--- config.mk ---
export PLATFORM = sky130hd
export DESIGN_NAME = round_pipe
export DESIGN_NICKNAME = d
export VERILOG_FILES = /design/src/rtl/round_pipe.sv
export SDC_FILE = /design/constraint.sdc
export NUM_CORES = 1
export LEC_CHECK = 0
export CORE_UTILIZATION = 45
export CTS_CLUSTER_SIZE = 24
export DETAILED_ROUTE_END_ITERATION = 8
export PLACE_DENSITY = 0.76
export REMOVE_ABC_BUFFERS = 1
export SLEW_MARGIN = 25
export SYNTH_ARGS = -nofsm -noshare
export SYNTH_HDL_FRONTEND = slang
export SYNTH_SLANG_ARGS = --single-unit
--- constraint.sdc ---
create_clock -name clk -period 2.7 [get_ports clk]
set_input_delay 0.81 -clock clk [delete_from_list [all_inputs] [get_ports clk]]
set_output_delay 0.81 -clock clk [all_outputs]
set_load 0.005 [all_outputs]
--- src/rtl/round_pipe.sv ---
// round_pipe: two-stage rounding stage (increment decision, carry, overflow/underflow, packing).
// Build option ROUND_FLAGS_STICKY_EN adds the accumulated exception flags on flags_acc.
module round_pipe #(
    parameter int EXP_W  = 8,
    parameter int MAN_W  = 23,
    parameter int XEXP_W = EXP_W + 2
) (
    input  logic                   clk,
    input  logic                   rst,
    input  logic                   in_valid,
    output logic                   in_ready,
    input  logic                   in_sign,
    input  logic [XEXP_W-1:0]      in_exponent,
    input  logic [MAN_W-1:0]       in_mantissa,
    input  logic                   in_guard,
    input  logic                   in_sticky,
    input  logic [2:0]             round_mode,
    output logic                   out_valid,
    input  logic                   out_ready,
    output logic [EXP_W+MAN_W:0]   z,
    output logic                   inexact,
    output logic                   overflow,
    output logic                   underflow,
    input  logic                   flags_clr,
    output logic [2:0]             flags_acc
);

    localparam logic [2:0] RND_IEEE_NEAR = 3'd0;
    localparam logic [2:0] RND_IEEE_ZERO = 3'd1;
    localparam logic [2:0] RND_IEEE_PINF = 3'd2;
    localparam logic [2:0] RND_IEEE_NINF = 3'd3;
    localparam logic [2:0] RND_NEAR_UP   = 3'd4;
    localparam logic [2:0] RND_AWAY_ZERO = 3'd5;

    // One bit wider than the pre-round exponent so a carry into the top code never wraps.
    localparam logic signed [XEXP_W:0] EXP_LIMIT = (XEXP_W+1)'((1 << EXP_W) - 1);

    localparam logic [EXP_W+MAN_W:0] MAG_ZERO = '0;
    localparam logic [EXP_W-1:0]     EXP_INF  = '1;
    localparam logic [EXP_W-1:0]     EXP_MAXF = {{(EXP_W-1){1'b1}}, 1'b0};
    localparam logic [MAN_W-1:0]     MAN_ONES = '1;
    localparam logic [MAN_W-1:0]     MAN_ZERO = '0;

    // Handshake: a beat moves on a clock edge where valid and ready are both high; once
    // out_valid is raised the result and flags hold until out_ready takes them.
    logic adv;
    assign adv      = !out_valid || out_ready;
    assign in_ready = adv;

    // ------------------------------------------------------------------
    // Stage 1: increment decision and widened mantissa increment
    // ------------------------------------------------------------------
    logic             in_inexact;
    logic             inc;
    logic             maxfin;
    logic             pre_uf;
    logic [MAN_W:0]   man_rnd;

    assign in_inexact = in_guard | in_sticky;
    assign pre_uf     = in_exponent[XEXP_W-1] || (in_exponent == '0);
    assign man_rnd    = {1'b0, in_mantissa} + (MAN_W+1)'(inc);

    always_comb begin
        inc = 1'b0;
        case (round_mode)
            RND_IEEE_ZERO: inc = 1'b0;
            RND_IEEE_PINF: inc = !in_sign && in_inexact;
            RND_IEEE_NINF: inc = in_sign && in_inexact;
            RND_NEAR_UP:   inc = in_guard;
            RND_AWAY_ZERO: inc = in_inexact;
            RND_IEEE_NEAR: inc = in_guard && (in_sticky || in_mantissa[0]);
            default:       inc = in_guard && (in_sticky || in_mantissa[0]);
        endcase
    end

    // Directed modes that round toward zero saturate to max-finite instead of infinity.
    always_comb begin
        maxfin = 1'b0;
        case (round_mode)
            RND_IEEE_ZERO: maxfin = 1'b1;
            RND_IEEE_PINF: maxfin = in_sign;
            RND_IEEE_NINF: maxfin = !in_sign;
            default:       maxfin = 1'b0;
        endcase
    end

    logic              s1_valid;
    logic              s1_sign;
    logic [XEXP_W-1:0] s1_exp;
    logic [MAN_W:0]    s1_man;
    logic              s1_inexact;
    logic              s1_maxfin;
    logic              s1_uf;

    always_ff @(posedge clk) begin
        if (rst) begin
            s1_valid   <= 1'b0;
            s1_sign    <= 1'b0;
            s1_exp     <= '0;
            s1_man     <= '0;
            s1_inexact <= 1'b0;
            s1_maxfin  <= 1'b0;
            s1_uf      <= 1'b0;
        end else if (adv) begin
            s1_valid   <= in_valid;
            s1_sign    <= in_sign;
            s1_exp     <= in_exponent;
            s1_man     <= man_rnd;
            s1_inexact <= in_inexact;
            s1_maxfin  <= maxfin;
            s1_uf      <= pre_uf;
        end
    end

    // ------------------------------------------------------------------
    // Stage 2: carry into exponent, range checks, packing
    // ------------------------------------------------------------------
    logic signed [XEXP_W:0] post_exp;
    logic [EXP_W+MAN_W:0]   res_z;
    logic                   res_ovf;
    logic                   res_uf;
    logic                   res_ix;

    // A carry leaves the low fraction bits at zero, so only the exponent needs bumping.
    assign post_exp = {s1_exp[XEXP_W-1], s1_exp} + {{XEXP_W{1'b0}}, s1_man[MAN_W]};

    always_comb begin
        res_z   = {s1_sign, post_exp[EXP_W-1:0], s1_man[MAN_W-1:0]};
        res_ovf = 1'b0;
        res_uf  = 1'b0;
        res_ix  = s1_inexact;
        if (s1_uf) begin
            res_z  = {s1_sign, MAG_ZERO[EXP_W+MAN_W-1:0]};
            res_uf = 1'b1;
            res_ix = 1'b1;
        end else if (post_exp >= EXP_LIMIT) begin
            res_ovf = 1'b1;
            res_ix  = 1'b1;
            if (s1_maxfin) begin
                res_z = {s1_sign, EXP_MAXF, MAN_ONES};
            end else begin
                res_z = {s1_sign, EXP_INF, MAN_ZERO};
            end
        end
    end

    logic [EXP_W+MAN_W:0] z_q;
    logic                 ovf_q;
    logic                 uf_q;
    logic                 ix_q;

    always_ff @(posedge clk) begin
        if (rst) begin
            out_valid <= 1'b0;
            z_q       <= '0;
            ovf_q     <= 1'b0;
            uf_q      <= 1'b0;
            ix_q      <= 1'b0;
        end else if (adv) begin
            out_valid <= s1_valid;
            if (s1_valid) begin
                z_q   <= res_z;
                ovf_q <= res_ovf;
                uf_q  <= res_uf;
                ix_q  <= res_ix;
            end
        end
    end

    assign z         = z_q;
    assign overflow  = out_valid & ovf_q;
    assign underflow = out_valid & uf_q;
    assign inexact   = out_valid & ix_q;

    // ------------------------------------------------------------------
    // Accumulated exception flags
    // ------------------------------------------------------------------
`ifdef ROUND_FLAGS_STICKY_EN
    logic [2:0] acc_q;
    logic       hs;
    assign hs = out_valid & out_ready;

    // Clear wins over the old value, but a beat retired in the same cycle still lands.
    always_ff @(posedge clk) begin
        if (rst) begin
            acc_q <= 3'b000;
        end else begin
            acc_q <= (flags_clr ? 3'b000 : acc_q) |
                     (hs ? {overflow, underflow, inexact} : 3'b000);
        end
    end
    assign flags_acc = acc_q;
`else
    logic unused_flags_clr;
    assign unused_flags_clr = flags_clr;
    assign flags_acc        = 3'b000;
`endif

    a_stall_stable: assert property (@(posedge clk) disable iff (rst)
        (out_valid && !out_ready) |=> (out_valid && $stable(z)));

endmodule

==> run summary <==
Status: finished clean
Post-Syn Instances: 432
Place WS: -0.785 ns
Clock skew: 0.00842 ns
Final instance area: 4800 sq um
Least-Margin Pin Slew: 0.841 ns
Vias in the first global route: 3025
Pins Over Slew Limit: 0
Dpl cells: 613
CP required: 2.97 ns
Number of H-tree levels: 3
Die H: 91 um
First-pass GRT wire length: 13.7 mm
Crit. End Element: flip-flop
Share of cells above drive strength 1: 13.6%
Crit Path Max Fanout: 5
Async S/R FF share, synth: 0%
Final period utilization: 94.3%
Placed cell areas: 4520 sq um
Finished Layout Cells: 632
Maxcap violations: 0
DR vias/cell: 5.19
Die Wd: 91 um
Syn. warnings: 0
Wire per inst: 12.9 um
Routed Antenna Nets: 0
# hold bufs at CTS: 0
Pwr Total: 2.37 mW
Crit Reg-Reg Startpoint: s1_exp[0]
First-pass DRT Iterations: 5
Core area: 7690 sq um
Post-synth EDFFs: 0
Maximum vdd drop: 0.269 mV
Die Area: 8280 sq um
Startpoint Class: input pin
Commonest non-fill, non-tap cell in the layout: nand2_1
CP startpoint: in_sticky
Critical path type: input pin to flip-flop
Clock root buffer: clkbuf_8
Top_reg_cell synth: dfxtp_1
Reg2reg end: z[1]
Standard-cell row count: 32
Dpl hpwl: 5.80 mm
Mapped Avg Cell Area: 8.25 sq um
Overall routed net length: 8.17 mm
Hold Crit Class: flip-flop to flip-flop
Sequential cell area fraction in the yosys report: 42.1%
Placer Congestion: 0.855
Layout Nets: 572
R2R cell count: 8
CTS tree: built
Total Routing Usage GR: 20.7%
Worst setup endpoint: s1_man[16]
Hold Fails Final Rpt: 0
Total congestion overflow: 0
Longest Clk Path Bufs: 2
CTS Buf Count: 9
Initial antenna violation count: 1
Initial Utilization: 46.4%
Final worst slack: 0.154 ns
Worst-path clk slew: 0.08 ns
Seq cells post-synth: 75
Critical path arrival: 2.82 ns
CTS Sinks: 75
Num ports: 84
PwrDens: 494 nW/um^2
Tmin final: 2.55 ns
Netlist Area Pre-Place: 3560 sq um
Initial DRC Count: 99
Via Count: 3279
FMAX: 393 MHz
Hold wc startpoint: z[28]
Most frequent cells in the layout: nand2_1 (81), dfxtp_1 (75), clkdlybuf4s50_1 (71)
Leakage: 1.82 nW
Clk_lat worst skew: 0.35 ns
Finish-stage setup viols: 0
Residual DRC: 0
Largest net degree at the start of global routing: 58
Slew HR: 43.8%
R2r setup slk: 0.34 ns
Synth cell types: 40
Port Buffers: 79
P&R area growth vs syn: 34.5%
worst max-delay path, stage by stage:
cell	delay [ns]
clkdlybuf4s50_1	0.49
nor2_1	0.07
nor3_2	0.11
ha_2	0.23
ha_4	0.15
nand2_4	0.06
nor3_4	0.20
buf_6	0.14
nand4_1	0.14
nor2_2	0.15
xnor2_1	0.07
a211oi_1	0.21
worst min-delay path by stage:
stage / endpoint / slack (ns) / cells past startpoint
6_report: z[28] / 0.44 / 2
5_1_grt: z[7] / 0.47 / 2
4_1_cts: z[28] / 0.45 / 2
3_5_place_dp: z[28] / 0.43 / 2
3_3_place_gp: z[28] / 0.43 / 2
2_1_floorplan: s1_man[0] / 0.43 / 2
repair_timing:
item,CTS,global route
buffers inserted,2,0
endpoints found under the hold margin,0,0
gates resized for setup,16,17
gates cloned,0,0
endpoints found under the setup margin,20,18
pin swaps,12,10
metal layers:
| layer | part of all wire, % | vias to the layer above | track usage (%) |
|---|---|---|---|
| met2 | 50 | 88 | 35.4 |
| met1 | 44 | 1502 | 25.0 |
| met5 | 0 | - | 0 |
| met3 | 4.1 | 16 | 4.27 |
| li1 | - | 1673 | - |
| met4 | 1.8 | 0 | 9.66 |
through the flow:
step                setup TNS [ns]  hold WS, ns  utilization (%)
floorplan                   -26.71        0.425                -
global placement            -10.07        0.432             58.8
detailed placement          -11.53        0.435             58.8
CTS                              0        0.446             62.1
global route              -0.00184        0.468             62.4
finish                           0        0.442             62.4
cell usage after synthesis (11+ instances only):
| library cell | count | area share (%) |
|---|---|---|
| nand3_1 | 12 | 1.7 |
| nor3_1 | 11 | 1.5 |
| nand2_1 | 82 | 8.6 |
| a21oi_1 | 26 | 3.7 |
| o21ai_1 | 24 | 3.4 |
| dfxtp_1 | 75 | 42 |
| xor2_1 | 16 | 3.9 |
| clkbuf_1 | 13 | 1.4 |
| nor2_1 | 39 | 4.1 |
| mux2i_1 | 25 | 7.0 |
| a211oi_1 | 21 | 4.4 |
power breakdown:
group,internal [mW],switching [mW]
logic,0.173,0.149
clock network,0.423,0.418
registers,1.16,0.0456
state kept, by name, summed over array words and instances, names as in the netlist:
register,count
ix_q,1
ovf_q,1
s1_valid,1
s1_inexact,1
uf_q,1
s1_exp,10
out_valid,1
s1_sign,1
s1_uf,1
s1_maxfin,1
s1_man,24
z,32
cell type report:
cell class | instances | area [sq um]
antenna | 1 | 2.50
clock buffer | 9 | 124
clock inverter | 7 | 68.8
fill | 673 | 2890
inverter | 4 | 15.0
multi-input combinational | 322 | 1920
sequential | 75 | 1500
tap | 102 | 128
timing repair buffer | 112 | 1030
cell families after synthesis:
| family | count (synthesis) | synth area share (%) |
|---|---|---|
| simple gates | 177 | 22.2 |
| xor+xnor | 24 | 5.90 |
| fa+ha+maj | 5 | 1.68 |
| other cells | 1 | 0.105 |
| flops | 75 | 42.1 |
| buf+inv | 37 | 6.39 |
| mux | 26 | 7.34 |
| compound gates | 87 | 14.3 |
No activity file was read; power rests on OpenSTA's default activity.
